File: config.mk
export PLATFORM = sky130hd
export DESIGN_NAME = alu_issue_unit
export DESIGN_NICKNAME = d
export VERILOG_FILES = /design/src/rtl/alu_pkg.sv /design/src/rtl/alu_regfile.sv /design/src/rtl/alu_issue_unit.sv
export SDC_FILE = /design/constraint.sdc
export NUM_CORES = 1
export LEC_CHECK = 0
export ABC_CLOCK_PERIOD_IN_PS = 3850
export CORE_ASPECT_RATIO = 1.4
export CORE_MARGIN = 3
export CORE_UTILIZATION = 53
export DETAILED_ROUTE_END_ITERATION = 6
export HOLD_SLACK_MARGIN = 0.1
export PLACE_DENSITY = 0.82
export SLEW_MARGIN = 10
export SYNTH_ARGS = -nofsm -noshare
export SYNTH_HDL_FRONTEND = slang
export SYNTH_SLANG_ARGS = --single-unit
File: constraint.sdc
create_clock -name clk -period 3.85 [get_ports clk]
set_input_delay 0.77 -clock clk [delete_from_list [all_inputs] [get_ports clk]]
set_output_delay 0.77 -clock clk [all_outputs]
set_load 0.02 [all_outputs]
File: src/rtl/alu_pkg.sv
// Shared constants for the ALU issue/writeback slice: opcode encodings in ALU
// mux order and the issue FSM state type.
package alu_pkg;

  localparam logic [2:0] OP_AND = 3'd0;
  localparam logic [2:0] OP_OR  = 3'd1;
  localparam logic [2:0] OP_XOR = 3'd2;
  localparam logic [2:0] OP_ADD = 3'd3;
  localparam logic [2:0] OP_SUB = 3'd4;
  localparam logic [2:0] OP_SLL = 3'd5;
  localparam logic [2:0] OP_SRL = 3'd6;
  localparam logic [2:0] OP_SLT = 3'd7;

  typedef enum logic [1:0] {
    ST_IDLE = 2'd0,
    ST_READ = 2'd1,
    ST_EXEC = 2'd2,
    ST_RESP = 2'd3
  } state_t;

endpackage

File: src/rtl/alu_regfile.sv
// Small register file: two combinational read ports, one write port,
// register 0 hard-wired to zero.
module alu_regfile
  import alu_pkg::*;
#(
  parameter int WIDTH = 8,
  parameter int REGS  = 8,
  parameter int AW    = $clog2(REGS)
) (
  input  logic             clk,
  input  logic             rst,
  input  logic             we,
  input  logic [AW-1:0]    waddr,
  input  logic [WIDTH-1:0] wdata,
  input  logic [AW-1:0]    raddr_a,
  output logic [WIDTH-1:0] rdata_a,
  input  logic [AW-1:0]    raddr_b,
  output logic [WIDTH-1:0] rdata_b
);

  logic [WIDTH-1:0] regs_r [REGS];

  // Storage update; writes aimed at register 0 are dropped.
  always_ff @(posedge clk or posedge rst) begin
    if (rst) begin
      for (int i = 0; i < REGS; i++) begin
        regs_r[i] <= {WIDTH{1'b0}};
      end
    end else if (we && (waddr != {AW{1'b0}})) begin
      regs_r[waddr] <= wdata;
    end
  end

  assign rdata_a = (raddr_a == {AW{1'b0}}) ? {WIDTH{1'b0}} : regs_r[raddr_a];
  assign rdata_b = (raddr_b == {AW{1'b0}}) ? {WIDTH{1'b0}} : regs_r[raddr_b];

endmodule

File: src/rtl/alu_issue_unit.sv
// Issue and writeback stage around an external ALU: accepts one instruction,
// reads operands, drives the ALU, writes back and returns the result.
module alu_issue_unit
  import alu_pkg::*;
#(
  parameter int WIDTH     = 8,
  parameter int OPERATION = 3,
  parameter int SHIFT     = 3,
  parameter int REGS      = 8,
  parameter int AW        = $clog2(REGS)
) (
  input  logic                 clk,
  input  logic                 rst,
  input  logic                 in_valid,
  output logic                 in_ready,
  input  logic [OPERATION-1:0] in_op,
  input  logic [AW-1:0]        in_rd,
  input  logic [AW-1:0]        in_rs1,
  input  logic [AW-1:0]        in_rs2,
  input  logic [SHIFT-1:0]     in_shamt,
  input  logic                 in_carry,
  input  logic                 ld_en,
  input  logic [AW-1:0]        ld_addr,
  input  logic [WIDTH-1:0]     ld_data,
  output logic [OPERATION-1:0] alu_operation,
  output logic [WIDTH-1:0]     alu_x,
  output logic [WIDTH-1:0]     alu_y,
  output logic [SHIFT-1:0]     alu_shamt,
  output logic                 alu_carry_in,
  input  logic [WIDTH-1:0]     alu_result,
  input  logic                 alu_zero,
  input  logic                 alu_overflow,
  output logic                 out_valid,
  input  logic                 out_ready,
  output logic [WIDTH-1:0]     out_data,
  output logic [AW-1:0]        out_rd,
  output logic                 out_zero,
  output logic                 out_overflow
);

  state_t               state_r, next_state_s;
  logic                 in_ready_s, accept_s, load_s;
  logic [AW-1:0]        rd_r, rs1_r, rs2_r;
  logic [OPERATION-1:0] alu_operation_r;
  logic [SHIFT-1:0]     alu_shamt_r;
  logic                 alu_carry_r;
  logic [WIDTH-1:0]     alu_x_r, alu_y_r, rdata_a_s, rdata_b_s;
  logic                 out_valid_r, out_zero_r, out_overflow_r;
  logic [WIDTH-1:0]     out_data_r;
  logic [AW-1:0]        out_rd_r;
  logic                 rf_we_s;
  logic [AW-1:0]        rf_waddr_s;
  logic [WIDTH-1:0]     rf_wdata_s;

  // Next-state decode; a pending load blocks acceptance in IDLE.
  always_comb begin
    next_state_s = state_r;
    in_ready_s   = 1'b0;
    case (state_r)
      ST_IDLE: begin
        in_ready_s = !ld_en;
        if (in_valid && !ld_en) next_state_s = ST_READ;
        else                    next_state_s = ST_IDLE;
      end
      ST_READ: next_state_s = ST_EXEC;
      ST_EXEC: next_state_s = ST_RESP;
      ST_RESP: begin
        if (out_ready) next_state_s = ST_IDLE;
        else           next_state_s = ST_RESP;
      end
      default: next_state_s = ST_IDLE;
    endcase
  end

  assign accept_s = (state_r == ST_IDLE) && in_valid && !ld_en;
  assign load_s   = (state_r == ST_IDLE) && ld_en;

  // Shared write port: writeback in EXEC, otherwise direct loads from IDLE.
  always_comb begin
    if (state_r == ST_EXEC) begin
      rf_we_s    = 1'b1;
      rf_waddr_s = rd_r;
      rf_wdata_s = alu_result;
    end else begin
      rf_we_s    = load_s;
      rf_waddr_s = ld_addr;
      rf_wdata_s = ld_data;
    end
  end

  // FSM state register.
  always_ff @(posedge clk or posedge rst) begin
    if (rst) state_r <= ST_IDLE;
    else     state_r <= next_state_s;
  end

  // Instruction latch, ALU drive registers and response capture.
  always_ff @(posedge clk or posedge rst) begin
    if (rst) begin
      rd_r            <= {AW{1'b0}};
      rs1_r           <= {AW{1'b0}};
      rs2_r           <= {AW{1'b0}};
      alu_operation_r <= {OPERATION{1'b0}};
      alu_shamt_r     <= {SHIFT{1'b0}};
      alu_carry_r     <= 1'b0;
      alu_x_r         <= {WIDTH{1'b0}};
      alu_y_r         <= {WIDTH{1'b0}};
      out_valid_r     <= 1'b0;
      out_data_r      <= {WIDTH{1'b0}};
      out_rd_r        <= {AW{1'b0}};
      out_zero_r      <= 1'b0;
      out_overflow_r  <= 1'b0;
    end else begin
      if (accept_s) begin
        rd_r            <= in_rd;
        rs1_r           <= in_rs1;
        rs2_r           <= in_rs2;
        alu_operation_r <= in_op;
        alu_shamt_r     <= in_shamt;
        alu_carry_r     <= in_carry;
      end
      if (state_r == ST_READ) begin
        alu_x_r <= rdata_a_s;
        alu_y_r <= rdata_b_s;
      end
      if (state_r == ST_EXEC) begin
        out_valid_r    <= 1'b1;
        out_data_r     <= alu_result;
        out_rd_r       <= rd_r;
        out_zero_r     <= alu_zero;
        out_overflow_r <= alu_overflow;
      end else if ((state_r == ST_RESP) && out_ready) begin
        out_valid_r <= 1'b0;
      end
    end
  end

  alu_regfile #(
    .WIDTH (WIDTH),
    .REGS  (REGS),
    .AW    (AW)
  ) u_regfile (
    .clk     (clk),
    .rst     (rst),
    .we      (rf_we_s),
    .waddr   (rf_waddr_s),
    .wdata   (rf_wdata_s),
    .raddr_a (rs1_r),
    .rdata_a (rdata_a_s),
    .raddr_b (rs2_r),
    .rdata_b (rdata_b_s)
  );

  assign in_ready      = in_ready_s;
  assign alu_operation = alu_operation_r;
  assign alu_x         = alu_x_r;
  assign alu_y         = alu_y_r;
  assign alu_shamt     = alu_shamt_r;
  assign alu_carry_in  = alu_carry_r;
  assign out_valid     = out_valid_r;
  assign out_data      = out_data_r;
  assign out_rd        = out_rd_r;
  assign out_zero      = out_zero_r;
  assign out_overflow  = out_overflow_r;

endmodule

# Word-level counts from Yosys, hierarchy flattened

Cells that the tools add are included.

Register bits after elaboration: 112
Latch bits: 0
Bits in writable memories: 0
Bits in read-only memories: 0
Bits of input ports: 42
Output and inout port bits: 38
Memories kept: 0

Add/sub/neg operators: 0
$mul: 0
Div/mod/pow operators: 0
$lt $le $gt $ge: 4
Eq/ne operators: 3
Shifts and indexed selects: 0
Mux-type cells: 20
Bitwise gates (word level): 3
Reductions and logical operators: 13

Operators with widths:

| kind                                                                         | count |
|---|---|
| 64-bit bitwise mux                                                           | 1 |
| 8-bit two-way mux                                                            | 8 |
| 8-bit binary-select mux with 3-bit select                                    | 2 |
| 8-bit demux with 3-bit select                                                | 1 |
| 4-bit greater-or-equal comparator, second input constant                     | 3 |
| 3-bit NOT with 4-bit output                                                  | 3 |
| 2-bit one-hot mux with 4 select lines                                        | 1 |
| 1-bit logical AND                                                            | 7 |
| 3-bit zero test                                                              | 2 |
| 1-bit two-way mux                                                            | 5 |
| 2-bit equality test, second input constant                                   | 2 |
| 4-bit by 1-bit less-than comparator with 1-bit output, second input constant | 1 |
| 3-bit two-way mux                                                            | 1 |
| 3-bit nonzero test                                                           | 1 |
| 2-bit by 1-bit equality test with 1-bit output, second input constant        | 1 |
| 2-bit zero test                                                              | 1 |
| 2-bit two-way mux                                                            | 1 |
| 2-bit nonzero test                                                           | 1 |
| 1-bit zero test                                                              | 1 |

# Logic depth before layout (Yosys ltp)

Word-level depth: 8
Mapped depth: 6
Depth with buffers taken out: 4

# Modules after synthesis

Synthesis repeated with hierarchy kept, for this count alone.

Cell total of the unflattened synthesis: 358
Area total of the unflattened synthesis: 5,170.0 um^2

Modules (own cells, without submodules):

| module         | times used | cells an instance | area an instance (um^2) |
|---|---|---|---|
| alu_regfile    | 1          | 233               | 3,186.8 |
| alu_issue_unit | 1          | 125               | 1,983.2 |

# Least setup slack after synthesis

No wires, ideal clock.

Kind: input to register
Start point: input port ld_en
End point: register alu_operation_r[0], in the netlist alu_operation[0]
Arrival time: 2.149 ns
Data required time: 3.725 ns
Slack: 1.577 ns
Stages on the path: 5
Path buffers: 2
Path through: nor3_1 -> and2_1 -> buf_2 -> buf_4 -> mux2_2

Longest elaborated chain between the ends: 2

RTL lines:

| item                   | line                  | RTL |
|---|---|---|
| start: declaration     | alu_issue_unit.sv:22  | `input logic ld_en,` |
| 1-bit zero test        | alu_issue_unit.sv:75  | `assign accept_s = (state_r == ST_IDLE) && in_valid && !ld_en;` |
| 1-bit logical AND      | alu_issue_unit.sv:75  |  |
| end signal: assignment | alu_issue_unit.sv:103 | `alu_operation_r <= {OPERATION{1'b0}};` |
| end signal: assignment | alu_issue_unit.sv:118 | `alu_operation_r <= in_op;` |
| end: declaration       | alu_issue_unit.sv:44  | `logic [OPERATION-1:0] alu_operation_r;` |

No other way between the ends.
A chain may end at the register's enable or synchronous reset.

# Worst setup path in the final report

Start point: input port ld_en
End point: output port in_ready

Longest elaborated chain between the ends: 2

RTL lines:

| item              | line                 | RTL |
|---|---|---|
| 1-bit zero test   | alu_issue_unit.sv:61 | `in_ready_s = !ld_en;` |
| 1-bit two-way mux | alu_issue_unit.sv:59 | `case (state_r)` |
| end: declaration  | alu_issue_unit.sv:15 | `output logic in_ready,` |

No other way between the ends.

==> summary.md <==
| Metric | Value |
|---|---|
| Post-Synthesis Cells | 411 |
| Critical Path Slowest Stage Cell | clkdlybuf4s50_1 |
| Routed WL | 11.8 mm |
| Combinational Power Share | 45.0% |
| WS Path Type | in2out |
| Post-synthesis average cell area | 12.2 sq um |
| Critical Path Fanout Max | 3 |
| Worst-Margin Slew | 0.840 ns |
| Reg clk slew, reported paths | 0.07 ns |
| Final number of setup-violating endpoints | 0 |
| Worst vdd ir | 539 uV |
| Die H | 121 um |
| Final Hold Fails | 0 |
| Vias per cell | 6.01 |
| Register area | 2600 sq um |
| Hold path depth | 2 |
| Reg-to-reg endpoint | u_regfile.regs_r[1] |
| CTS Buf Count | 9 |
| CTS H-tree lvls | 3 |
| DR vias | 3,559 |
| RSZ-0062 raised after global routing | no |
| Site Rows | 41 |
| Final ANT Viol Nets | 0 |
| Setup TNS | 0 ns |
| Net count after synthesis | 453 |
| Simple-gate share of the synthesized area | 9.46% |
| Worst slew margin | 44.0% |
| Synth top area cells | dfrtp_1 52%, mux2_2 23%, nand2_1 5.7%, mux2i_1 4.2%, a221oi_1 1.2% |
| Detailed Routing Iterations Pass 1 | 4 |
| Slowest stage delay, CP | 0.64 ns |
| Compound-Gate Fraction of Synth Area | 8.01% |
| P&R area growth vs syn | 23.1% |
| Synth area leader | dfrtp_1 |
| LEAKAGE | 2.72 nW |
| Post-CTS Hold Fix Bufs | 0 |
| Ys Warns | 0 |
| Max Clock Skew | 0.0103 ns |
| Average wire per standard cell | 19.9 um |
| I/O pin count | 80 |
| Total gr overflow | 0 |
| Initial antenna violation count | 0 |
| Worst Hold Launch | out_data[2] |
| Max Cap Violations | 0 |
| Period utilization | 73.1% |
| Setup Fix Bufs, Post-CTS | 0 |
| CP Capture Type | primary output |
| Die area | 10,600 sq um |
| DP HPWL | 8.18 mm |
| Largest family of logic cells by synthesized area | multiplexers |
| Port bufs | 79 |
| Sequential share of power | 38.6% |
| Count of cell types in the netlist | 36 |
| Sw Share | 38.1% |
| #FFs+latches synth | 104 |
| Post-synth ARST share | 100% |
| Fin util | 67.8% |
| First-pass GRT wire length | 18.7 mm |
| DRT iter0 DRCs | 241 |
| Area occupied by multi-input gates | 2270 sq um |
| Synthesized cell area | 5000 sq um |
| Post-Synth Adder-Cell Area | 0% |
| Drc violations | 0 |
| # clock sinks | 104 |
| P_sw | 2.14 mW |
| Post-synth EDFFs | 0 |
| Total track usage | 23.4% |
| Post-Synth XOR/XNOR Area | 0% |
| Int Pwr | 3.47 mW |
| Core area | 9080 sq um |
| R2R Path Start | state_r[0] |
| Slew Limit Fails | 0 |
| Die Wd | 88.1 um |
| Gpl congestion | 0.834 |
| Clock power frac | 16.4% |
| Yosys top cell area share | 52.1% |
| Antenna diodes | 0 |
| TritonCTS clock tree | yes |
| Share of layout cells above drive strength 1 | 26.6% |
| Initial Util | 55.0% |
| Vias in the first global route | 3,655 |
| Critical path required time | 3.08 ns |
| Critical-path cell list | clkdlybuf4s50_1 -> nor3_1 -> clkdlybuf4s50_1 |
| Minimum clock period | 2.82 ns |
| Worst Path Arrival | 2.05 ns |
| CP startpoint kind | input port |
| PwrDens | 911 nW/um^2 |
| Fmax | 355 MHz |
| Worst min path class | reg2reg |
| Post-CTS sizing | 0 |
| Pin count of the biggest net entering global routing | 55 |
| Worst hold endpoint | out_data[2] |
| Root Buffer | clkbuf_16 |
| Flop-to-flop setup slack | 1.55 ns |
| Clock latency at the later pin of the worst-skew pair | 0.35 ns |
| Mux share of post-synthesis cell area | 27.9% |
| Nets | 522 |
| Fraction of the yosys area taken by sequential cells | 52.1% |
| Top FF cell, synth | dfrtp_1 |
| Most Frequent Cell on Critical Path | clkdlybuf4s50_1 |
| Outcome | complete, no violations |
| CTS max path bufs | 2 |
| Fillers | 667 |
| Worst reg2reg path depth | 5 |
-- cells in the mapped netlist, types with 2 or more instances --
library cell,number
a21oi_1,3
a221oi_1,7
a22oi_1,7
buf_2,10
clkbuf_1,13
dfrtp_1,104
inv_1,2
mux2_2,100
mux2i_1,21
mux4_2,2
nand2_1,76
nand2_4,3
nand2b_1,4
nor2_1,9
nor2b_1,3
nor3_1,3
o221ai_1,7
o22a_1,7
o22ai_1,7
o31ai_1,7
-- cells by family after synthesis --
group                  Yosys count
AO/OA/AOI/OAI                   50
AND/OR/NAND/NOR                105
buffers and inverters           28
multiplexers                   124
flip-flops                     104
-- power by group through the flow --
stage	registers (mW)	clock network (mW)	logic (mW)
global route	2.23	0.977	2.71
finish	2.17	0.917	2.52
detailed placement	2.17	0	2.52
CTS	2.15	0.931	2.54
floorplan	2.13	0	1.67
global placement	2.13	0	2.45
-- cell usage in the layout (no fill, tap or decap), types with 2 or more instances in the layout --
| cell type | count |
|---|---|
| dfrtp_1 | 104 |
| mux2_2 | 100 |
| clkdlybuf4s50_1 | 79 |
| nand2_1 | 76 |
| mux2i_1 | 21 |
| nor2_1 | 9 |
| clkbuf_16 | 9 |
| o22ai_1 | 7 |
| a221oi_1 | 7 |
| o31ai_1 | 7 |
| a22oi_1 | 7 |
| o221ai_1 | 7 |
| o22a_1 | 7 |
| nand2b_1 | 4 |
| buf_4 | 4 |
| nor2b_1 | 3 |
| a21oi_1 | 3 |
| nand2_4 | 3 |
| nor3_1 | 3 |
| mux4_2 | 2 |
| clkinvlp_4 | 2 |
| clkbuf_1 | 2 |
-- worst max-delay path by stage --
stage | to | start | cells past startpoint
after floorplan | alu_carry_in | rst | 1
after global placement | in_ready | ld_en | 3
after detailed placement | in_ready | ld_en | 3
after CTS | in_ready | ld_en | 3
after global routing | in_ready | ld_en | 3
final | in_ready | ld_en | 3
-- sequential cells by signal, summed over array words and instances (netlist names) --
name              flops
out_rd                3
alu_y                 8
alu_shamt             3
out_overflow          1
out_valid             1
out_zero              1
rs2_r                 3
rd_r                  3
u_regfile.regs_r     56
alu_carry_in          1
alu_operation         3
state_r               2
out_data              8
rs1_r                 3
alu_x                 8
-- worst max-delay path, delay by kind of cell --
| family | cells | cell delay [ns] |
|---|---|---|
| buf+inv | 2 | 1.08 |
| simple gates | 1 | 0.20 |
-- per-layer routing --
layer	wire [um]	vias up	GRT usage (%)
li1	-	1612	-
met1	4660	1795	29.3
met2	6080	128	39.1
met3	722	24	5.84
met4	302	0	8.13
met5	0	-	0
-- layout make-up --
class                      count  share of cell area [%]
sequential                   104                    42.3
clock inverter                 4                   0.874
clock buffer                  12                    4.01
tap                          107                    2.18
timing repair buffer          84                    13.7
inverter                       2                   0.163
multi-input combinational    279                    36.8
-- metrics by stage --
| step | cells | area (sq um) | hold WS, ns | power, mW | setup WS (ns) |
|---|---|---|---|---|---|
| 5_1_grt | 592 | 6150 | 0.506 | 5.92 | 0.966 |
| 3_3_place_gp | 576 | 5850 | 0.458 | 4.58 | 1.06 |
| 4_1_cts | 592 | 6150 | 0.483 | 5.62 | 1.02 |
| 2_1_floorplan | 411 | 5000 | 0.473 | 3.80 | 0.348 |
| 6_report | 592 | 6150 | 0.480 | 5.61 | 1.03 |
| 3_5_place_dp | 576 | 5850 | 0.464 | 4.69 | 1.04 |
(Power assumes the default switching activity.)
